`config.mk`:
```
export PLATFORM = sky130hd
export DESIGN_NAME = alu_issue_ctrl
export DESIGN_NICKNAME = d
export VERILOG_FILES = /design/src/rtl/alu_pkg.sv /design/src/rtl/alu_op_decode.sv /design/src/rtl/alu_issue_ctrl.sv
export SDC_FILE = /design/constraint.sdc
export NUM_CORES = 1
export LEC_CHECK = 0
export ABC_AREA = 1
export BUFFER_PORTS_ARGS = -buffer_cell sky130_fd_sc_hd__buf_2
export CORE_AREA = 2 2 157 159
export DETAILED_ROUTE_END_ITERATION = 6
export DIE_AREA = 0 0 159 161
export PLACE_DENSITY_LB_ADDON = 0.25
export SKIP_CTS_REPAIR_TIMING = 1
export SLEW_MARGIN = 20
export SYNTH_ARGS = -nofsm -noshare
export SYNTH_HDL_FRONTEND = slang
export SYNTH_SLANG_ARGS = --single-unit
export TNS_END_PERCENT = 10
```
`constraint.sdc`:
```
create_clock -name clk -period 1.46 [get_ports clk]
set_input_delay 0.073 -clock clk [delete_from_list [all_inputs] [get_ports clk]]
set_output_delay 0.073 -clock clk [all_outputs]
set_load 0.005 [all_outputs]
```
`src/rtl/alu_pkg.sv`:
```
// Shared ALU encodings: control codes, major opcodes and small helpers.
// The ALU itself and the issue controller both import this package.
package alu_pkg;

  // 4-bit ALU control codes; bit 3 selects subtract for the adder.
  typedef enum logic [3:0] {
    ALU_ADD = 4'b0000,
    ALU_SLL = 4'b0001,
    ALU_XOR = 4'b0100,
    ALU_SRL = 4'b0101,
    ALU_OR  = 4'b0110,
    ALU_AND = 4'b0111,
    ALU_SUB = 4'b1000
  } alu_ctrl_e;

  // Major opcodes handled by the execute stage.
  typedef enum logic [6:0] {
    OPC_OP     = 7'b0110011,
    OPC_OPIMM  = 7'b0010011,
    OPC_BRANCH = 7'b1100011
  } opcode_e;

  // BEQ (funct3[0]=0) is taken on zero, BNE (funct3[0]=1) on non-zero.
  function automatic logic br_resolve(input logic is_bne, input logic zero);
    return zero ^ is_bne;
  endfunction

endpackage

```
`src/rtl/alu_op_decode.sv`:
```
// Combinational decode of opcode/funct fields into ALU control,
// operand-B select, branch flag and illegal flag.
module alu_op_decode
  import alu_pkg::*;
(
  input  logic [6:0] opcode,
  input  logic [2:0] funct3,
  input  logic       funct7b5,
  output logic [3:0] ctrl,
  output logic       b_sel,
  output logic       is_branch,
  output logic       illegal
);

  alu_ctrl_e ctrl_sel;
  logic      arith;

  // Opcode class first, then funct3 for register/immediate arithmetic.
  always_comb begin
    ctrl_sel  = ALU_ADD;
    b_sel     = 1'b0;
    is_branch = 1'b0;
    illegal   = 1'b0;
    arith     = 1'b0;

    case (opcode)
      OPC_OP: arith = 1'b1;
      OPC_OPIMM: begin
        arith = 1'b1;
        b_sel = 1'b1;
      end
      OPC_BRANCH: begin
        is_branch = 1'b1;
        if (funct3[2:1] == 2'b00) begin
          ctrl_sel = ALU_SUB;
        end else begin
          illegal = 1'b1;
        end
      end
      default: illegal = 1'b1;
    endcase

    if (arith) begin
      case (funct3)
        3'b000: begin
          if ((opcode == OPC_OP) && funct7b5) begin
            ctrl_sel = ALU_SUB;
          end else begin
            ctrl_sel = ALU_ADD;
          end
        end
        3'b001: ctrl_sel = ALU_SLL;
        3'b100: ctrl_sel = ALU_XOR;
        3'b101: begin
          // Arithmetic right shift is not supported by the ALU.
          if (funct7b5) begin
            illegal = 1'b1;
          end else begin
            ctrl_sel = ALU_SRL;
          end
        end
        3'b110: ctrl_sel = ALU_OR;
        3'b111: ctrl_sel = ALU_AND;
        default: illegal = 1'b1;
      endcase
    end

    if (illegal) begin
      ctrl_sel = ALU_ADD;
    end
  end

  assign ctrl = ctrl_sel;

endmodule

```
`src/rtl/alu_issue_ctrl.sv`:
```
// Execute-stage issue/retire controller: accepts decoded instructions,
// drives the combinational ALU from the EX register and captures the
// result, branch outcome and illegal flag into the WB register.
module alu_issue_ctrl
  import alu_pkg::*;
#(
  parameter int unsigned XLEN  = 32,
  parameter int unsigned CNT_W = 16
) (
  input  logic             clk,
  input  logic             rst,
  input  logic             in_valid_i,
  output logic             in_ready_o,
  input  logic [6:0]       opcode_i,
  input  logic [2:0]       funct3_i,
  input  logic             funct7b5_i,
  input  logic [XLEN-1:0]  rs1_data_i,
  input  logic [XLEN-1:0]  rs2_data_i,
  input  logic [XLEN-1:0]  imm_i,
  input  logic [XLEN-1:0]  pc_i,
  input  logic [4:0]       rd_i,
  input  logic             flush_i,
  input  logic             out_ready_i,
  output logic [XLEN-1:0]  alu_a_o,
  output logic [XLEN-1:0]  alu_b_o,
  output logic [3:0]       alu_ctrl_o,
  input  logic [XLEN-1:0]  alu_result_i,
  input  logic             alu_zero_i,
  output logic             wb_valid_o,
  output logic             wb_we_o,
  output logic [4:0]       wb_rd_o,
  output logic [XLEN-1:0]  wb_data_o,
  output logic             br_taken_o,
  output logic [XLEN-1:0]  br_target_o,
  output logic             illegal_o,
  output logic [CNT_W-1:0] retired_o,
  output logic [CNT_W-1:0] illegal_cnt_o
);

  logic [3:0]      dec_ctrl;
  logic            dec_b_sel;
  logic            dec_branch;
  logic            dec_illegal;

  logic            ex_valid;
  logic [XLEN-1:0] ex_a;
  logic [XLEN-1:0] ex_b;
  logic [3:0]      ex_ctrl;
  logic [4:0]      ex_rd;
  logic            ex_we;
  logic            ex_branch;
  logic            ex_bne;
  logic            ex_illegal;
  logic [XLEN-1:0] ex_target;

  logic            ex_adv;
  logic            ex_move;
  logic            accept;
  logic            retire;

  alu_op_decode u_dec (
    .opcode    (opcode_i),
    .funct3    (funct3_i),
    .funct7b5  (funct7b5_i),
    .ctrl      (dec_ctrl),
    .b_sel     (dec_b_sel),
    .is_branch (dec_branch),
    .illegal   (dec_illegal)
  );

  // Handshake terms; a flush in the same cycle as ex_adv suppresses the move.
  assign ex_adv     = ex_valid & (~wb_valid_o | out_ready_i);
  assign ex_move    = ex_adv & ~flush_i;
  assign in_ready_o = ~flush_i & (~ex_valid | ex_adv);
  assign accept     = in_valid_i & in_ready_o;
  assign retire     = wb_valid_o & out_ready_i;

  assign alu_a_o    = ex_a;
  assign alu_b_o    = ex_b;
  assign alu_ctrl_o = ex_ctrl;

  // EX register: load on accept, empty on flush or when its entry moves on.
  always_ff @(posedge clk) begin
    if (rst) begin
      ex_valid   <= 1'b0;
      ex_a       <= '0;
      ex_b       <= '0;
      ex_ctrl    <= '0;
      ex_rd      <= '0;
      ex_we      <= 1'b0;
      ex_branch  <= 1'b0;
      ex_bne     <= 1'b0;
      ex_illegal <= 1'b0;
      ex_target  <= '0;
    end else begin
      if (flush_i) begin
        ex_valid <= 1'b0;
      end else if (accept) begin
        ex_valid <= 1'b1;
      end else if (ex_adv) begin
        ex_valid <= 1'b0;
      end

      if (accept) begin
        ex_a       <= rs1_data_i;
        ex_b       <= dec_b_sel ? imm_i : rs2_data_i;
        ex_ctrl    <= dec_ctrl;
        ex_rd      <= rd_i;
        ex_we      <= ~dec_illegal & ~dec_branch & (rd_i != 5'd0);
        ex_branch  <= dec_branch;
        ex_bne     <= funct3_i[0];
        ex_illegal <= dec_illegal;
        ex_target  <= pc_i + imm_i;
      end
    end
  end

  // WB register: capture the ALU outcome when EX moves, hold while stalled.
  always_ff @(posedge clk) begin
    if (rst) begin
      wb_valid_o  <= 1'b0;
      wb_we_o     <= 1'b0;
      wb_rd_o     <= '0;
      wb_data_o   <= '0;
      br_taken_o  <= 1'b0;
      br_target_o <= '0;
      illegal_o   <= 1'b0;
    end else if (ex_move) begin
      wb_valid_o  <= 1'b1;
      wb_we_o     <= ex_we;
      wb_rd_o     <= ex_rd;
      wb_data_o   <= alu_result_i;
      br_taken_o  <= ex_branch & ~ex_illegal & br_resolve(ex_bne, alu_zero_i);
      br_target_o <= ex_target;
      illegal_o   <= ex_illegal;
    end else if (retire) begin
      wb_valid_o  <= 1'b0;
    end
  end

  // Saturating retire and illegal-retire counters.
  always_ff @(posedge clk) begin
    if (rst) begin
      retired_o     <= '0;
      illegal_cnt_o <= '0;
    end else if (retire) begin
      if (retired_o != '1) begin
        retired_o <= retired_o + CNT_W'(1);
      end
      if (illegal_o && (illegal_cnt_o != '1)) begin
        illegal_cnt_o <= illegal_cnt_o + CNT_W'(1);
      end
    end
  end

endmodule
```
## Word-level counts from Yosys, hierarchy flattened

Index checks and enable logic that the tools add are counted.

| word-level totals | value |
|---|---|
| flip-flop bits (word level) | 215 |
| latch bits | 0 |
| bits in writable memories | 0 |
| memory bits (read-only) | 0 |
| input port bits | 182 |
| memories kept | 0 |

| cells by class | value |
|---|---|
| add/subtract/negate cells | 3 |
| $mul | 0 |
| divide/modulo/power cells | 0 |
| order comparisons | 0 |
| equality and inequality tests | 10 |
| shift-type cells | 0 |
| multiplexer cells | 20 |
| bitwise gates (word level) | 18 |
| reduce and logical (&&, ||, !) cells | 12 |

Operators with widths:

| operator | number |
|---|---|
| 16-bit by 1-bit adder with 16-bit output, second input constant | 2 |
| 32-bit adder | 1 |
| 32-bit 2-to-1 mux | 1 |
| 16-bit != test, second input constant | 2 |
| 4-bit 2-to-1 mux | 6 |
| 4-bit one-hot mux with 6 select lines | 1 |
| 3-bit == test, second input constant | 4 |
| 1-bit 2-to-1 mux | 10 |
| 1-bit AND | 9 |
| 7-bit by 5-bit == test with 1-bit output, second input constant | 1 |
| 7-bit by 6-bit == test with 1-bit output, second input constant | 1 |
| 7-bit == test, second input constant | 1 |
| 1-bit inverter | 6 |
| 5-bit nonzero test | 1 |
| 5-bit OR reduction | 1 |
| 1-bit one-hot mux with 2 select lines | 2 |
| 2-bit AND reduction | 2 |
| 2-bit nonzero test | 2 |
| 2-bit OR reduction | 2 |
| 3-bit by 1-bit == test with 1-bit output, second input constant | 1 |
| 3-bit zero test | 1 |
| 1-bit logical AND | 2 |
| 2-bit zero test | 1 |
| 1-bit bitwise OR | 2 |
| 1-bit XOR | 1 |

## Logic depth before layout (Yosys ltp)

Gate-level depths: netlist of the first run.

| depth | value |
|---|---|
| depth after elaboration | 9 |
| mapped depth | 14 |
| gate-level depth less buffers | 14 |

## Modules after synthesis

From an unflattened synthesis of the first run, not the netlist that was laid out.

| unflattened totals | value |
|---|---|
| cell total of the unflattened synthesis | 1612 |
| area, all modules | 10990.5 um^2 |

Modules (own cells, without submodules):

| module | times used | cells an instance | area an instance (um^2) | sequential area each (um^2) |
|---|---|---|---|---|
| alu_issue_ctrl | 1 | 1565 | 10762.8 | 4304.1 |
| alu_op_decode | 1 | 47 | 227.7 | 0.0 |

## Worst setup path after synthesis of the first run

No wires, ideal clock.

| path | value |
|---|---|
| path type | reg2reg |
| start | register retired_o[0] |
| end | register retired_o[5] |
| data arrival time | 1500 ps |
| data required time | 1345 ps |
| path slack | -156 ps |
| stages on the path, launching flop included | 9 |
| buffers on the path | 1 |
| clock period less this slack | 1616 ps |
| cell sequence | dfxtp_1 ha_1 nand3_1 nor2_1 nand3_1 nand2_1 buf_2 o21ai_0 and3_1 |

| on the way | value |
|---|---|
| word-level cells in the longest chain between the ends | 2 |
| elaborated cells between the ends (all ways) | 3 |

Ends and longest elaborated chain:

| item | RTL line | source |
|---|---|---|
| start: declaration | alu_issue_ctrl.sv:36 | `output logic [CNT_W-1:0] retired_o,` |
| start signal: assignment | alu_issue_ctrl.sv:148 | `retired_o <= retired_o + CNT_W'(1);` |
| branches (longest 2 deep; another with 16-bit by 1-bit adder with 16-bit output) | n/a |  |

Several ways; the timed one is not identified.
A chain may end at the register's enable or synchronous reset.

## Worst setup path in the final report of the first run

| path | value |
|---|---|
| start | register wb_valid_o |
| end | register ex_b[8], in the netlist alu_b_o[8] |

| on the way | value |
|---|---|
| word-level cells in the longest chain between the ends | 6 |

Ends and longest elaborated chain:

| item | RTL line | source |
|---|---|---|
| start: declaration | alu_issue_ctrl.sv:29 | `output logic wb_valid_o,` |
| start signal: assignment | alu_issue_ctrl.sv:121 | `wb_valid_o <= 1'b0;` |
| start signal: assignment | alu_issue_ctrl.sv:129 | `wb_valid_o <= 1'b1;` |
| start signal: assignment | alu_issue_ctrl.sv:137 | `wb_valid_o <= 1'b0;` |
| 1-bit inverter | alu_issue_ctrl.sv:72 | `assign ex_adv = ex_valid & (~wb_valid_o \| out_ready_i);` |
| 1-bit bitwise OR | alu_issue_ctrl.sv:72 |  |
| 1-bit AND | alu_issue_ctrl.sv:72 |  |
| 1-bit bitwise OR | alu_issue_ctrl.sv:74 | `assign in_ready_o = ~flush_i & (~ex_valid \| ex_adv);` |
| 1-bit AND | alu_issue_ctrl.sv:74 |  |
| 1-bit AND | alu_issue_ctrl.sv:75 | `assign accept = in_valid_i & in_ready_o;` |
| end signal: assignment | alu_issue_ctrl.sv:106 | `ex_b <= dec_b_sel ? imm_i : rs2_data_i;` |
| end: declaration | alu_issue_ctrl.sv:47 | `logic [XLEN-1:0] ex_b;` |

No other way between the ends.

==> results of run 1 <==
[worst reg2reg max path: stages (launching register included)]
cell	delay (ns)
sky130_fd_sc_hd__dfxtp_2	0.33
sky130_fd_sc_hd__inv_2	0.05
sky130_fd_sc_hd__nor2_2	0.03
sky130_fd_sc_hd__inv_2	0.05
sky130_fd_sc_hd__nor2_2	0.03
sky130_fd_sc_hd__inv_2	0.07
sky130_fd_sc_hd__nand2_4	0.06
sky130_fd_sc_hd__nor2_4	0.10
sky130_fd_sc_hd__buf_12	0.18
sky130_fd_sc_hd__buf_16	0.24
sky130_fd_sc_hd__nand3_1	0.16
sky130_fd_sc_hd__o211ai_1	0.13
sky130_fd_sc_hd__inv_1	0.06
[cells by family after synthesis]
family | after synthesis
and+or+nand+nor | 796
buffers and inverters | 300
AOI/OAI and AO/OA | 271
DFF | 215
adders and majority gates | 34
xor gates and xnor gates | 33
[where the power goes]
| part | total [W] | internal (W) | switching [W] |
|---|---|---|---|
| Combinational | 0.00276 | 0.00132 | 0.00143 |
| Sequential | 0.00628 | 0.00614 | 0.000143 |
| Clock | 0.00625 | 0.00365 | 0.00261 |
[sequential cells by signal, summed over array words and instances, names as in the netlist]
register	flops
alu_a_o	32
alu_b_o	32
br_target_o	32
ex_target	32
wb_data_o	32
illegal_cnt_o	16
retired_o	16
ex_rd	5
wb_rd_o	5
alu_ctrl_o	4
br_taken_o	1
ex_bne	1
ex_branch	1
ex_illegal	1
ex_valid	1
ex_we	1
illegal_o	1
wb_valid_o	1
wb_we_o	1
[cell usage in the layout (no fill, tap or decap), drive strengths merged]
| master | count |
|---|---|
| a211oi | 1 |
| a21boi | 1 |
| a21o | 2 |
| a21oi | 72 |
| a31o | 1 |
| a31oi | 3 |
| and2 | 3 |
| and3 | 2 |
| buf | 493 |
| clkbuf | 40 |
| clkinv | 4 |
| clkinvlp | 3 |
| dfxtp | 215 |
| diode | 1 |
| dlygate4sd3 | 136 |
| fa | 1 |
| ha | 33 |
| inv | 230 |
| nand2 | 385 |
| nand3 | 99 |
| nand3b | 1 |
| nand4 | 9 |
| nor2 | 274 |
| nor3 | 17 |
| nor3b | 1 |
| nor4 | 3 |
| o211ai | 34 |
| o21a | 16 |
| o21ai | 136 |
| o21bai | 5 |
| or2 | 1 |
| or4 | 1 |
| xnor2 | 8 |
| xor2 | 25 |
[how the worst min path moves through the flow]
stage                            endpoint  slack, ns  cells after the start
4_1_cts           alu_a_o[6]$_SDFFE_PP0P_      -0.25                      3
3_3_place_gp   wb_data_o[24]$_SDFFE_PP0P_       0.30                      3
6_report          alu_b_o[1]$_SDFFE_PP0P_      -0.02                      5
2_1_floorplan       ex_valid$_SDFFE_PP0P_       0.15                      1
3_5_place_dp     alu_a_o[20]$_SDFFE_PP0P_       0.30                      3
5_1_grt        alu_ctrl_o[3]$_SDFFE_PP0P_      0.008                      5
[area by class of cell]
class | instances | share of cell area [%]
repair buffers | 630 | 26.5
flip-flops and latches | 215 | 26.1
diodes | 1 | 0.0151
inverters | 229 | 5.25
clock buffers | 39 | 4.65
well taps | 324 | 2.45
clock inverters | 8 | 0.378
multi-input cells | 1134 | 34.7
[routing by layer]
layer,track usage [%],wire length (µm),vias to the layer above
li1,-,-,6393
met1,31.3,15500,5795
met2,47.1,18900,440
met3,3.62,1860,109
met4,8.60,1370,0
met5,0,0,-
[stage by stage]
stage          cells  cell area, µm²  utilization (%)  total power, W  setup WS (ns)
2_1_floorplan   1649           11100                -         0.00764        -0.0110
3_3_place_gp    2392           14100             58.9         0.00875         -0.314
3_5_place_dp    2392           14100             58.9         0.00879         -0.311
4_1_cts         2439           15000             62.4          0.0150         -0.227
5_1_grt         2580           16600             69.1          0.0160         -0.271
6_report        2580           16600             69.1          0.0153         -0.151
==> flow_summary.html, run 1 <==
<table>
<tr><th>Metric</th><th>Value</th></tr>
<tr><th colspan="2">Synthesis</th></tr>
<tr><td>Average cell area after synthesis</td><td>6.69 µm²</td></tr>
<tr><td>Area share of the largest cell type after synthesis</td><td>39.0%</td></tr>
<tr><td>Mux contribution to synthesized area</td><td>0%</td></tr>
<tr><td>Top post-synthesis cells by count</td><td>sky130_fd_sc_hd__nand2_1 (382), sky130_fd_sc_hd__nor2_1 (273), sky130_fd_sc_hd__inv_1 (224)</td></tr>
<tr><td>Primary flip-flop cell chosen by synthesis mapping</td><td>sky130_fd_sc_hd__dfxtp_1</td></tr>
<tr><td>Synth Area in Adders</td><td>3.93%</td></tr>
<tr><td>Fraction of the mapped netlist area in simple logic gates</td><td>29.5%</td></tr>
<tr><td>Share of the synthesized netlist area taken by xor and xnor gates</td><td>2.62%</td></tr>
<tr><td>Syn Std Cell Area</td><td>0.0110 mm²</td></tr>
<tr><td>Register bit total from synthesis</td><td>215</td></tr>
<tr><td>Number of instances in the synthesized netlist</td><td>1649</td></tr>
<tr><td>Number of warnings reported in the yosys synthesis log</td><td>0</td></tr>
<tr><td>Most common cell in the synthesized netlist</td><td>sky130_fd_sc_hd__nand2_1</td></tr>
<tr><td>Combinational family with the most area after synthesis</td><td>simple AND/OR/NAND/NOR gates</td></tr>
<tr><td>Post-synthesis net count</td><td>1865</td></tr>
<tr><td>Cell type contributing the most total cell area after synthesis</td><td>sky130_fd_sc_hd__dfxtp_1</td></tr>
<tr><td>Count of distinct cell types in the synthesized netlist</td><td>45</td></tr>
<tr><td>Synth top area cells</td><td>sky130_fd_sc_hd__dfxtp_1 (39%), sky130_fd_sc_hd__nand2_1 (13%), sky130_fd_sc_hd__nor2_1 (9.3%), sky130_fd_sc_hd__inv_1 (7.6%), sky130_fd_sc_hd__o21ai_0 (6.1%)</td></tr>
<tr><td>Fraction of registers with async set/reset</td><td>0%</td></tr>
<tr><td>Number of enable flip-flop cells after synthesis</td><td>0</td></tr>
<tr><td>Sequential area share after synthesis</td><td>39.0%</td></tr>
<tr><td>Area fraction in compound gates after synthesis</td><td>14.1%</td></tr>
<tr><th colspan="2">Setup path</th></tr>
<tr><td>Max stage delay cell, worst path</td><td>sky130_fd_sc_hd__dfxtp_2</td></tr>
<tr><td>Most frequent cell on the critical path</td><td>sky130_fd_sc_hd__inv_2</td></tr>
<tr><td>Startpoint of the lowest-slack register-to-register path</td><td>wb_valid_o$_SDFFE_PP0P_</td></tr>
<tr><td>Delay of the slowest critical-path stage</td><td>0.33 ns</td></tr>
<tr><td>Critical path type</td><td>flip-flop to flip-flop</td></tr>
<tr><td>Top Family by Delay on Critical Path</td><td>buffers and inverters</td></tr>
<tr><td>Slack of the worst reg-to-reg path</td><td>-0.15 ns</td></tr>
<tr><td>CP Cell Sequence</td><td>inv_2 &gt; nor2_2 &gt; inv_2 &gt; nor2_2 &gt; inv_2 &gt; nand2_4 &gt; nor2_4 &gt; buf_12 &gt; buf_16 &gt; nand3_1 &gt; o211ai_1 &gt; inv_1</td></tr>
<tr><td>Worst setup path startpoint</td><td>wb_valid_o$_SDFFE_PP0P_</td></tr>
<tr><td>Logic depth of the worst register-to-register path</td><td>12</td></tr>
<tr><td>Largest driver fanout on the critical path</td><td>47</td></tr>
<tr><td>Buffering stage count on the worst path with inverters included</td><td>6</td></tr>
<tr><td>Worst Setup End Kind</td><td>flip-flop</td></tr>
<tr><td>Crit path depth</td><td>12</td></tr>
<tr><td>Critical path required time</td><td>1.87 ns</td></tr>
<tr><td>Endpoint of the worst setup timing path</td><td>alu_b_o[8]$_SDFFE_PP0P_</td></tr>
<tr><td>Critical R2R Capture</td><td>alu_b_o[8]$_SDFFE_PP0P_</td></tr>
<tr><td>Type of origin of the critical path</td><td>flip-flop</td></tr>
<tr><td>Arrival time reported for the critical path endpoint</td><td>2.03 ns</td></tr>
<tr><th colspan="2">Drt</th></tr>
<tr><td>DRC violations left</td><td>0</td></tr>
<tr><td>Final routed wire length divided by cell count</td><td>14.6 µm</td></tr>
<tr><td>Detailed Route WL</td><td>37600 µm</td></tr>
<tr><td>Number of design-rule violations left by the first detailed-router iteration</td><td>886</td></tr>
<tr><td>Number of nets with antenna violations after detailed routing</td><td>0</td></tr>
<tr><td>Via-to-Cell Ratio</td><td>4.94</td></tr>
<tr><td>DRT Pass-1 Iters</td><td>5</td></tr>
<tr><td>Number of vias in the routed layout</td><td>12.7k</td></tr>
<tr><th colspan="2">Placed design</th></tr>
<tr><td>Dpl hpwl</td><td>25400 µm</td></tr>
<tr><td>Number of buffers added on ports</td><td>355</td></tr>
<tr><td>Gpl congestion</td><td>0.911</td></tr>
<tr><th colspan="2">Timing</th></tr>
<tr><td>Number of setup violations in the final report</td><td>110</td></tr>
<tr><td>Period utilisation layout</td><td>110%</td></tr>
<tr><td>Setup repair after global routing missed its margin</td><td>true</td></tr>
<tr><td>Worst Tran Pin Value</td><td>0.399 ns</td></tr>
<tr><td>Setup clock skew after layout</td><td>0.00872 ns</td></tr>
<tr><td>Clock period minus final worst setup slack</td><td>1.61 ns</td></tr>
<tr><td>Count of pins over their slew limit</td><td>0</td></tr>
<tr><td>Final Worst Setup Slack</td><td>-0.151 ns</td></tr>
<tr><td>Worst hold margin</td><td>-0.0241 ns</td></tr>
<tr><td>Setup total negative slack</td><td>-5.13 ns</td></tr>
<tr><td>Max Clock Freq</td><td>621 MHz</td></tr>
<tr><td>Slew HR</td><td>73.2%</td></tr>
<tr><td>Number of hold violations in the final report</td><td>7</td></tr>
<tr><th colspan="2">Layout</th></tr>
<tr><td>Fraction of final layout cells sized beyond drive strength 1</td><td>27.1%</td></tr>
<tr><td>Area added between synthesis and finish</td><td>50.3%</td></tr>
<tr><td>Filler Cell Count</td><td>1996</td></tr>
<tr><td>Area of all sequential standard cells</td><td>0.00432 mm²</td></tr>
<tr><td>Fin nets</td><td>2452</td></tr>
<tr><td>Total area of multi-input combinational cells</td><td>0.00575 mm²</td></tr>
<tr><th colspan="2">CTS</th></tr>
<tr><td>Skew-Pair Late Insertion Delay</td><td>0.53 ns</td></tr>
<tr><td>Num CTS Buffers</td><td>26</td></tr>
<tr><td>Sinks on Clock Net</td><td>215</td></tr>
<tr><td>Clock-pin slew on the worst setup and hold paths</td><td>0.06 ns</td></tr>
<tr><td>Buffer type at the clock tree root</td><td>sky130_fd_sc_hd__clkbuf_16</td></tr>
<tr><td>H-tree levels</td><td>1</td></tr>
<tr><td>Clock tree from TritonCTS</td><td>built</td></tr>
<tr><td>CTS Buffer Depth</td><td>3</td></tr>
<tr><th colspan="2">Run status</th></tr>
<tr><td>Run status</td><td>finished with violations</td></tr>
<tr><td>Failing checks</td><td>negative hold slack, negative setup slack</td></tr>
<tr><th colspan="2">Power</th></tr>
<tr><td>Maximum ir drop on the vdd rail</td><td>0.000705 V</td></tr>
<tr><td>PwrDens</td><td>923 mW/mm²</td></tr>
<tr><td>Static leakage power</td><td>8.78 nW</td></tr>
<tr><th colspan="2">Floorplan</th></tr>
<tr><td># IOs</td><td>356</td></tr>
<tr><td>Rows</td><td>57</td></tr>
<tr><td>Chip width</td><td>159 µm</td></tr>
<tr><td>Initial core utilization</td><td>46.0%</td></tr>
<tr><td>Floorplan Core Area</td><td>0.0240 mm²</td></tr>
<tr><td>Die area</td><td>0.0256 mm²</td></tr>
<tr><td>Chip height</td><td>161 µm</td></tr>
<tr><th colspan="2">Run</th></tr>
<tr><td>Max Cap Viol</td><td>0</td></tr>
<tr><th colspan="2">GRT</th></tr>
<tr><td>Overall Global Routing Usage</td><td>25.8%</td></tr>
<tr><td>Antenna violations before repair</td><td>1</td></tr>
<tr><td>Wire length of the first global-routing pass</td><td>55700 µm</td></tr>
<tr><td>Vias in the first global route</td><td>11.7k</td></tr>
<tr><td>Total congestion overflow after global routing</td><td>0</td></tr>
<tr><td>Largest net degree at the start of global routing</td><td>81</td></tr>
<tr><th colspan="2">Hold path</th></tr>
<tr><td>Worst min-delay path category</td><td>input port to flip-flop</td></tr>
<tr><td>Startpoint of the tightest hold check path</td><td>imm_i[1]</td></tr>
</table>
Power figures use the tool's default switching activity.
==> run 2: changes to the inputs <==
Settings changed: ABC_AREA 1 to 0, CORE_AREA 2 2 157 159 to 2 2 152 154, DIE_AREA 0 0 159 161 to 0 0 154 156.
==> flow_summary.html, run 2 <==
<table>
<tr><th>Metric</th><th>Value</th></tr>
<tr><th colspan="2">Drt</th></tr>
<tr><td>Final routed wire length divided by cell count</td><td>16.4 µm</td></tr>
<tr><td>DRC violations left</td><td>0</td></tr>
<tr><td>DRT Pass-1 Iters</td><td>7</td></tr>
<tr><td>Number of design-rule violations left by the first detailed-router iteration</td><td>831</td></tr>
<tr><td>Number of vias in the routed layout</td><td>11.4k</td></tr>
<tr><td>Number of nets with antenna violations after detailed routing</td><td>0</td></tr>
<tr><td>Via-to-Cell Ratio</td><td>5.27</td></tr>
<tr><td>Detailed Route WL</td><td>35700 µm</td></tr>
<tr><th colspan="2">Placed design</th></tr>
<tr><td>Dpl ws</td><td>-1.18 ns</td></tr>
<tr><td>Dpl hpwl</td><td>23200 µm</td></tr>
<tr><td>Number of buffers added on ports</td><td>355</td></tr>
<tr><td>Inst Count DP</td><td>1990</td></tr>
<tr><td>Gpl congestion</td><td>0.876</td></tr>
<tr><th colspan="2">Timing</th></tr>
<tr><td>Final Worst Setup Slack</td><td>-0.612 ns</td></tr>
<tr><td>Setup total negative slack</td><td>-12.82 ns</td></tr>
<tr><td>Max Clock Freq</td><td>483 MHz</td></tr>
<tr><td>Setup clock skew after layout</td><td>0.0124 ns</td></tr>
<tr><td>Number of setup violations in the final report</td><td>100</td></tr>
<tr><td>Slew HR</td><td>64.8%</td></tr>
<tr><td>Worst Tran Pin Value</td><td>0.528 ns</td></tr>
<tr><td>Setup repair after global routing missed its margin</td><td>true</td></tr>
<tr><td>Worst hold margin</td><td>-0.0197 ns</td></tr>
<tr><td>Period utilisation layout</td><td>142%</td></tr>
<tr><td>Count of pins over their slew limit</td><td>0</td></tr>
<tr><td>Number of hold violations in the final report</td><td>2</td></tr>
<tr><td>Clock period minus final worst setup slack</td><td>2.07 ns</td></tr>
<tr><th colspan="2">Synthesis</th></tr>
<tr><td>Most common cell in the synthesized netlist</td><td>sky130_fd_sc_hd__nand2_1</td></tr>
<tr><td>Post-synthesis net count</td><td>1448</td></tr>
<tr><td>Fraction of registers with async set/reset</td><td>0%</td></tr>
<tr><td>Area share of the largest cell type after synthesis</td><td>43.5%</td></tr>
<tr><td>Average cell area after synthesis</td><td>8.03 µm²</td></tr>
<tr><td>Combinational family with the most area after synthesis</td><td>simple AND/OR/NAND/NOR gates</td></tr>
<tr><td>Sequential area share after synthesis</td><td>43.5%</td></tr>
<tr><td>Number of enable flip-flop cells after synthesis</td><td>0</td></tr>
<tr><td>Primary flip-flop cell chosen by synthesis mapping</td><td>sky130_fd_sc_hd__dfxtp_1</td></tr>
<tr><td>Fraction of the mapped netlist area in simple logic gates</td><td>22.5%</td></tr>
<tr><td>Area fraction in compound gates after synthesis</td><td>18.8%</td></tr>
<tr><td>Synth top area cells</td><td>sky130_fd_sc_hd__dfxtp_1 (43%), sky130_fd_sc_hd__nand2_1 (11%), sky130_fd_sc_hd__a21oi_1 (8.5%), sky130_fd_sc_hd__ha_1 (4.2%), sky130_fd_sc_hd__nor2_1 (3.7%)</td></tr>
<tr><td>Number of warnings reported in the yosys synthesis log</td><td>0</td></tr>
<tr><td>Share of the synthesized netlist area taken by xor and xnor gates</td><td>3.98%</td></tr>
<tr><td>Number of instances in the synthesized netlist</td><td>1232</td></tr>
<tr><td>Top post-synthesis cells by count</td><td>sky130_fd_sc_hd__nand2_1 (285), sky130_fd_sc_hd__dfxtp_1 (215), sky130_fd_sc_hd__a21oi_1 (168)</td></tr>
<tr><td>Mux contribution to synthesized area</td><td>3.64%</td></tr>
<tr><td>Count of distinct cell types in the synthesized netlist</td><td>65</td></tr>
<tr><td>Syn Std Cell Area</td><td>0.00990 mm²</td></tr>
<tr><td>Cell type contributing the most total cell area after synthesis</td><td>sky130_fd_sc_hd__dfxtp_1</td></tr>
<tr><td>Synth Area in Adders</td><td>4.37%</td></tr>
<tr><td>Register bit total from synthesis</td><td>215</td></tr>
<tr><th colspan="2">Layout</th></tr>
<tr><td>Filler Cell Count</td><td>1628</td></tr>
<tr><td>Area added between synthesis and finish</td><td>63.1%</td></tr>
<tr><td>Fin nets</td><td>2089</td></tr>
<tr><td>Most frequent standard cell in the layout excluding fill and tap cells</td><td>sky130_fd_sc_hd__buf_2</td></tr>
<tr><td>Final instance count without filler cells</td><td>2172</td></tr>
<tr><td>Total area of multi-input combinational cells</td><td>0.00583 mm²</td></tr>
<tr><td>Commonest cells after routing, fill and taps aside</td><td>sky130_fd_sc_hd__buf_2 (350), sky130_fd_sc_hd__nand2_1 (275), sky130_fd_sc_hd__dfxtp_1 (202)</td></tr>
<tr><td>Area of all sequential standard cells</td><td>0.00432 mm²</td></tr>
<tr><td>Fraction of final layout cells sized beyond drive strength 1</td><td>37.2%</td></tr>
<tr><th colspan="2">Floorplan</th></tr>
<tr><td># IOs</td><td>356</td></tr>
<tr><td>Floorplan Core Area</td><td>0.0224 mm²</td></tr>
<tr><td>Die area</td><td>0.0240 mm²</td></tr>
<tr><td>Initial core utilization</td><td>44.3%</td></tr>
<tr><td>Rows</td><td>55</td></tr>
<tr><td>Chip width</td><td>154 µm</td></tr>
<tr><td>Chip height</td><td>156 µm</td></tr>
<tr><th colspan="2">Power</th></tr>
<tr><td>Part of the total power dissipated in sequential elements</td><td>42.2%</td></tr>
<tr><td>Static leakage power</td><td>7.12 nW</td></tr>
<tr><td>PwrDens</td><td>909 mW/mm²</td></tr>
<tr><td>Maximum ir drop on the vdd rail</td><td>0.000773 V</td></tr>
<tr><td>Gate power share</td><td>18.7%</td></tr>
<tr><td>Post-layout total power</td><td>0.0147 W</td></tr>
<tr><td>Clock network fraction of total power</td><td>39.1%</td></tr>
<tr><td>Total net switching power</td><td>0.00383 W</td></tr>
<tr><td>Cell Int Power</td><td>0.0109 W</td></tr>
<tr><td>Fraction of power spent switching nets</td><td>26.1%</td></tr>
<tr><th colspan="2">CTS</th></tr>
<tr><td>Buffer type at the clock tree root</td><td>sky130_fd_sc_hd__clkbuf_16</td></tr>
<tr><td>Clock tree from TritonCTS</td><td>built</td></tr>
<tr><td>Sinks on Clock Net</td><td>215</td></tr>
<tr><td>H-tree levels</td><td>1</td></tr>
<tr><td>CTS Buffer Depth</td><td>3</td></tr>
<tr><td>Num CTS Buffers</td><td>24</td></tr>
<tr><td>Skew-Pair Late Insertion Delay</td><td>0.51 ns</td></tr>
<tr><td>Clock-pin slew on the worst setup and hold paths</td><td>0.06 ns</td></tr>
<tr><th colspan="2">GRT</th></tr>
<tr><td>Overall Global Routing Usage</td><td>24.3%</td></tr>
<tr><td>Antenna violations before repair</td><td>0</td></tr>
<tr><td>Vias in the first global route</td><td>9755</td></tr>
<tr><td>Total congestion overflow after global routing</td><td>0</td></tr>
<tr><td>Largest net degree at the start of global routing</td><td>89</td></tr>
<tr><td>Wire length of the first global-routing pass</td><td>48400 µm</td></tr>
<tr><th colspan="2">Setup path</th></tr>
<tr><td>Arrival time reported for the critical path endpoint</td><td>2.53 ns</td></tr>
<tr><td>Largest driver fanout on the critical path</td><td>5</td></tr>
<tr><td>Critical path required time</td><td>1.92 ns</td></tr>
<tr><td>Worst Setup End Kind</td><td>flip-flop</td></tr>
<tr><td>Type of origin of the critical path</td><td>input port</td></tr>
<tr><td>Critical path type</td><td>input port to flip-flop</td></tr>
<tr><th colspan="2">Run status</th></tr>
<tr><td>Failing checks</td><td>negative hold slack, negative setup slack</td></tr>
<tr><td>Run status</td><td>finished with violations</td></tr>
<tr><th colspan="2">Hold path</th></tr>
<tr><td>Worst min-delay path category</td><td>input port to flip-flop</td></tr>
<tr><th colspan="2">Run</th></tr>
<tr><td>Max Cap Viol</td><td>0</td></tr>
</table>
## run 2: cell count changes in the layout (fill, tap and decap cells not counted), sizes merged, moves of 37 or more
cell,change
buf,+65
a21oi,+96
o21ai,-108
a211oi,+37
nand3,-65
inv,-221
nor2,-176
nand2,-100
## run 2: final timing paths
path | from | endpoint | slack, ns | depth (start not counted)
min reg2reg | br_taken_o$_SDFFE_PP0P_ | br_taken_o$_SDFFE_PP0P_ | 0.45 | 2
max reg2reg | illegal_cnt_o[6]$_SDFFE_PP0P_ | illegal_cnt_o[9]$_SDFFE_PP0P_ | -0.31 | 8
max | imm_i[0] | ex_target[28]$_SDFFE_PP0P_ | -0.61 | 10
min | imm_i[18] | alu_b_o[18]$_SDFFE_PP0P_ | -0.02 | 3
## run 2: area by class of cell
type,count,share of cell area [%]
clock inverters,3,0.163
flip-flops and latches,215,26.8
multi-input cells,931,36.1
well taps,285,2.21
clock buffers,36,4.43
diodes,1,0.0155
inverters,10,0.232
repair buffers,691,30.1
## run 2: kinds of logic (layout without fill, tap and decap cells)
family / count (synthesis) / count (layout)
AO/OA/AOI/OAI: 305 / 305
XOR/XNOR: 45 / 45
adder cells (fa/ha/maj): 34 / 34
buffers and inverters: 86 / 740
flip-flops: 215 / 215
multiplexers: 36 / 36
other: 0 / 1
AND/OR/NAND/NOR: 511 / 511
## run 2: power by group through the flow
stage	clock (W)	sequential [W]	combinational (W)
after floorplan	0	0.00630	0.00114
after global placement	0	0.00630	0.00222
after detailed placement	0	0.00631	0.00225
after CTS	0.00586	0.00618	0.00227
after global routing	0.00611	0.00621	0.00299
final	0.00574	0.00619	0.00275
## run 2: critical path: stages
cell	delay, ns
sky130_fd_sc_hd__buf_8	0.10
sky130_fd_sc_hd__ha_4	0.15
sky130_fd_sc_hd__fa_2	0.34
sky130_fd_sc_hd__a21o_1	0.22
sky130_fd_sc_hd__a221oi_4	0.37
sky130_fd_sc_hd__o21ai_2	0.11
sky130_fd_sc_hd__a311o_1	0.38
sky130_fd_sc_hd__a211o_1	0.29
sky130_fd_sc_hd__or4_1	0.42
sky130_fd_sc_hd__nand3_2	0.07
## run 2: per-stage QoR
step           cell area (µm²)  hold slack (ns)  util (%)
2_1_floorplan            10100            0.152         -
3_3_place_gp             13600            0.268      60.6
3_5_place_dp             13600            0.272      60.6
4_1_cts                  14300           -0.274      63.9
5_1_grt                  16100         -0.00666      72.2
6_report                 16100          -0.0197      72.2
## run 2: per-layer routing
layer | share of wire [%] | up-vias | GRT usage (%)
met3 | 6.4 | 85 | 4.92
met5 | 0 | - | 0
li1 | - | 5579 | -
met1 | 41 | 5334 | 31.0
met4 | 2.7 | 0 | 5.92
met2 | 50 | 438 | 42.0
==> run 3: changes to the inputs <==
Settings changed: HOLD_SLACK_MARGIN from default to 0.05, PLACE_DENSITY from default to 0.71, PLACE_DENSITY_LB_ADDON 0.25 to default.
==> flow_summary.html, run 3 (same netlist as run 2, synthesis figures left out) <==
<table>
<tr><th>Metric</th><th>Value</th></tr>
<tr><th colspan="2">CTS</th></tr>
<tr><td>CTS Buffer Depth</td><td>3</td></tr>
<tr><td>Num CTS Buffers</td><td>24</td></tr>
<tr><td>Skew-Pair Late Insertion Delay</td><td>0.51 ns</td></tr>
<tr><td>Clock-pin slew on the worst setup and hold paths</td><td>0.06 ns</td></tr>
<tr><td>H-tree levels</td><td>1</td></tr>
<tr><td>Sinks on Clock Net</td><td>215</td></tr>
<tr><td>Buffer type at the clock tree root</td><td>sky130_fd_sc_hd__clkbuf_16</td></tr>
<tr><td>Clock tree from TritonCTS</td><td>built</td></tr>
<tr><th colspan="2">Floorplan</th></tr>
<tr><td>Floorplan Core Area</td><td>0.0224 mm²</td></tr>
<tr><td>Initial core utilization</td><td>44.3%</td></tr>
<tr><td>Chip width</td><td>154 µm</td></tr>
<tr><td>Die area</td><td>0.0240 mm²</td></tr>
<tr><td># IOs</td><td>356</td></tr>
<tr><td>Chip height</td><td>156 µm</td></tr>
<tr><td>Rows</td><td>55</td></tr>
<tr><th colspan="2">Setup path</th></tr>
<tr><td>Logic depth of the worst register-to-register path</td><td>8</td></tr>
<tr><td>Worst setup path startpoint</td><td>imm_i[0]</td></tr>
<tr><td>Worst Setup End Kind</td><td>flip-flop</td></tr>
<tr><td>Critical R2R Capture</td><td>illegal_cnt_o[15]$_SDFFE_PP0P_</td></tr>
<tr><td>Endpoint of the worst setup timing path</td><td>ex_target[28]$_SDFFE_PP0P_</td></tr>
<tr><td>Slack of the worst reg-to-reg path</td><td>-0.39 ns</td></tr>
<tr><td>Critical path type</td><td>input port to flip-flop</td></tr>
<tr><td>Type of origin of the critical path</td><td>input port</td></tr>
<tr><td>Startpoint of the lowest-slack register-to-register path</td><td>illegal_cnt_o[6]$_SDFFE_PP0P_</td></tr>
<tr><td>Critical path required time</td><td>1.91 ns</td></tr>
<tr><td>Arrival time reported for the critical path endpoint</td><td>2.46 ns</td></tr>
<tr><td>Largest driver fanout on the critical path</td><td>4</td></tr>
<tr><th colspan="2">Drt</th></tr>
<tr><td>DRT Pass-1 Iters</td><td>7</td></tr>
<tr><td>Number of design-rule violations left by the first detailed-router iteration</td><td>1023</td></tr>
<tr><td>Final routed wire length divided by cell count</td><td>16.5 µm</td></tr>
<tr><td>Detailed Route WL</td><td>35900 µm</td></tr>
<tr><td>DRC violations left</td><td>0</td></tr>
<tr><td>Via-to-Cell Ratio</td><td>5.30</td></tr>
<tr><td>Number of vias in the routed layout</td><td>11.5k</td></tr>
<tr><td>Number of nets with antenna violations after detailed routing</td><td>0</td></tr>
<tr><th colspan="2">Power</th></tr>
<tr><td>PwrDens</td><td>952 mW/mm²</td></tr>
<tr><td>Maximum ir drop on the vdd rail</td><td>0.000772 V</td></tr>
<tr><td>Static leakage power</td><td>7.17 nW</td></tr>
<tr><th colspan="2">Layout</th></tr>
<tr><td>Commonest cells after routing, fill and taps aside</td><td>sky130_fd_sc_hd__buf_2 (352), sky130_fd_sc_hd__nand2_1 (274), sky130_fd_sc_hd__dfxtp_1 (204)</td></tr>
<tr><td>Util after Layout</td><td>72.5%</td></tr>
<tr><td>Fraction of final layout cells sized beyond drive strength 1</td><td>37.2%</td></tr>
<tr><td>Most frequent standard cell in the layout excluding fill and tap cells</td><td>sky130_fd_sc_hd__buf_2</td></tr>
<tr><td>Area added between synthesis and finish</td><td>63.7%</td></tr>
<tr><td>Fin nets</td><td>2084</td></tr>
<tr><td>Summed area of non-filler cells in the final layout</td><td>0.0162 mm²</td></tr>
<tr><th colspan="2">Placed design</th></tr>
<tr><td>Number of buffers added on ports</td><td>355</td></tr>
<tr><td>Total placed instance area</td><td>0.0135 mm²</td></tr>
<tr><td>Gpl congestion</td><td>0.910</td></tr>
<tr><td>Dpl hpwl</td><td>23500 µm</td></tr>
<tr><td>Dpl ws</td><td>-1.14 ns</td></tr>
<tr><th colspan="2">Hold path</th></tr>
<tr><td>Worst min-delay path category</td><td>input port to flip-flop</td></tr>
<tr><td>Count of cells along the worst hold path</td><td>3</td></tr>
<tr><th colspan="2">Timing</th></tr>
<tr><td>Number of hold violations in the final report</td><td>0</td></tr>
<tr><td>Number of setup violations in the final report</td><td>97</td></tr>
<tr><td>Max Clock Freq</td><td>497 MHz</td></tr>
<tr><td>Final Worst Setup Slack</td><td>-0.554 ns</td></tr>
<tr><td>Period utilisation layout</td><td>138%</td></tr>
<tr><td>Setup total negative slack</td><td>-13.39 ns</td></tr>
<tr><td>Clock period minus final worst setup slack</td><td>2.01 ns</td></tr>
<tr><td>Count of pins over their slew limit</td><td>0</td></tr>
<tr><td>Setup repair after global routing missed its margin</td><td>true</td></tr>
<tr><td>Setup clock skew after layout</td><td>0.0117 ns</td></tr>
<tr><td>Worst hold margin</td><td>0.0436 ns</td></tr>
<tr><td>Slew HR</td><td>55.7%</td></tr>
<tr><td>Worst Tran Pin Value</td><td>0.665 ns</td></tr>
<tr><th colspan="2">GRT</th></tr>
<tr><td>Vias in the first global route</td><td>10.0k</td></tr>
<tr><td>Antenna violations before repair</td><td>0</td></tr>
<tr><td>Total congestion overflow after global routing</td><td>0</td></tr>
<tr><td>Largest net degree at the start of global routing</td><td>55</td></tr>
<tr><td>Overall Global Routing Usage</td><td>24.5%</td></tr>
<tr><td>Wire length of the first global-routing pass</td><td>48800 µm</td></tr>
<tr><th colspan="2">Run</th></tr>
<tr><td>Max Cap Viol</td><td>0</td></tr>
<tr><th colspan="2">Run status</th></tr>
<tr><td>Run status</td><td>finished with violations</td></tr>
<tr><td>Failing checks</td><td>negative setup slack</td></tr>
</table>
## run 3: cell count changes in the layout (fill, tap and decap cells not counted), moves of 3 or more
cell / before / now
sky130_fd_sc_hd__buf_6: 9 / 5
sky130_fd_sc_hd__clkbuf_1: 5 / 1
sky130_fd_sc_hd__a21oi_2: 19 / 22
sky130_fd_sc_hd__nand3_1: 24 / 28
sky130_fd_sc_hd__nand3_2: 8 / 5
sky130_fd_sc_hd__buf_4: 183 / 176
sky130_fd_sc_hd__a211oi_2: 3 / 8
sky130_fd_sc_hd__bufinv_16: 0 / 4
sky130_fd_sc_hd__a211oi_1: 35 / 30
sky130_fd_sc_hd__dlygate4sd3_1: 133 / 136
sky130_fd_sc_hd__clkinv_2: 2 / 7
## run 3: cell type report
class | count | area, µm²
inverters | 10 | 37.5
clock inverters | 13 | 170
fillers | 1587 | 6160
clock buffers | 31 | 698
repair buffers | 686 | 4820
diodes | 2 | 5.00
multi-input cells | 931 | 5800
flip-flops and latches | 215 | 4320
well taps | 285 | 357
## run 3: worst min-delay path by stage
| stage | slack [ns] | to | start |
|---|---|---|---|
| 3_5_place_dp | 0.28 | ex_valid$_SDFFE_PP0P_ | flush_i |
| 2_1_floorplan | 0.15 | ex_valid$_SDFFE_PP0P_ | flush_i |
| 4_1_cts | -0.27 | ex_valid$_SDFFE_PP0P_ | flush_i |
| 6_report | 0.04 | alu_b_o[5]$_SDFFE_PP0P_ | imm_i[5] |
| 3_3_place_gp | 0.27 | ex_valid$_SDFFE_PP0P_ | flush_i |
| 5_1_grt | 0.07 | alu_b_o[24]$_SDFFE_PP0P_ | imm_i[24] |
## run 3: report_power, final
| group | leakage, nW | total (W) | switching (W) | internal (W) |
|---|---|---|---|---|
| Combinational | 4.99 | 0.00272 | 0.00132 | 0.00140 |
| Clock | 0.429 | 0.00651 | 0.00244 | 0.00407 |
| Sequential | 1.75 | 0.00619 | 0.000118 | 0.00608 |
| Total | 7.17 | 0.0154 | 0.00388 | 0.0115 |
## run 3: layer usage
metal  global-route usage (%)  wire, µm  up-vias
li1                         -         -     5573
met1                     30.8     14800     5329
met2                     42.7     17700      491
met3                     4.64      2180      114
met4                     7.34      1200        0
met5                        0         0        -
## run 3: per-stage QoR
step                      power (W)  instances
final                        0.0154       2173
after global placement      0.00850       1985
after floorplan             0.00744       1232
after global routing         0.0160       2171
after CTS                    0.0150       2029
after detailed placement    0.00854       1985
## run 3: critical path, stage by stage
cell                       delay (ns)
sky130_fd_sc_hd__buf_8           0.10
sky130_fd_sc_hd__ha_4            0.16
sky130_fd_sc_hd__fa_2            0.34
sky130_fd_sc_hd__a21o_1          0.23
sky130_fd_sc_hd__a221oi_4        0.32
sky130_fd_sc_hd__o21ai_2         0.10
sky130_fd_sc_hd__a311o_1         0.37
sky130_fd_sc_hd__a211o_1         0.28
sky130_fd_sc_hd__or4_1           0.40
sky130_fd_sc_hd__nand3_1         0.07
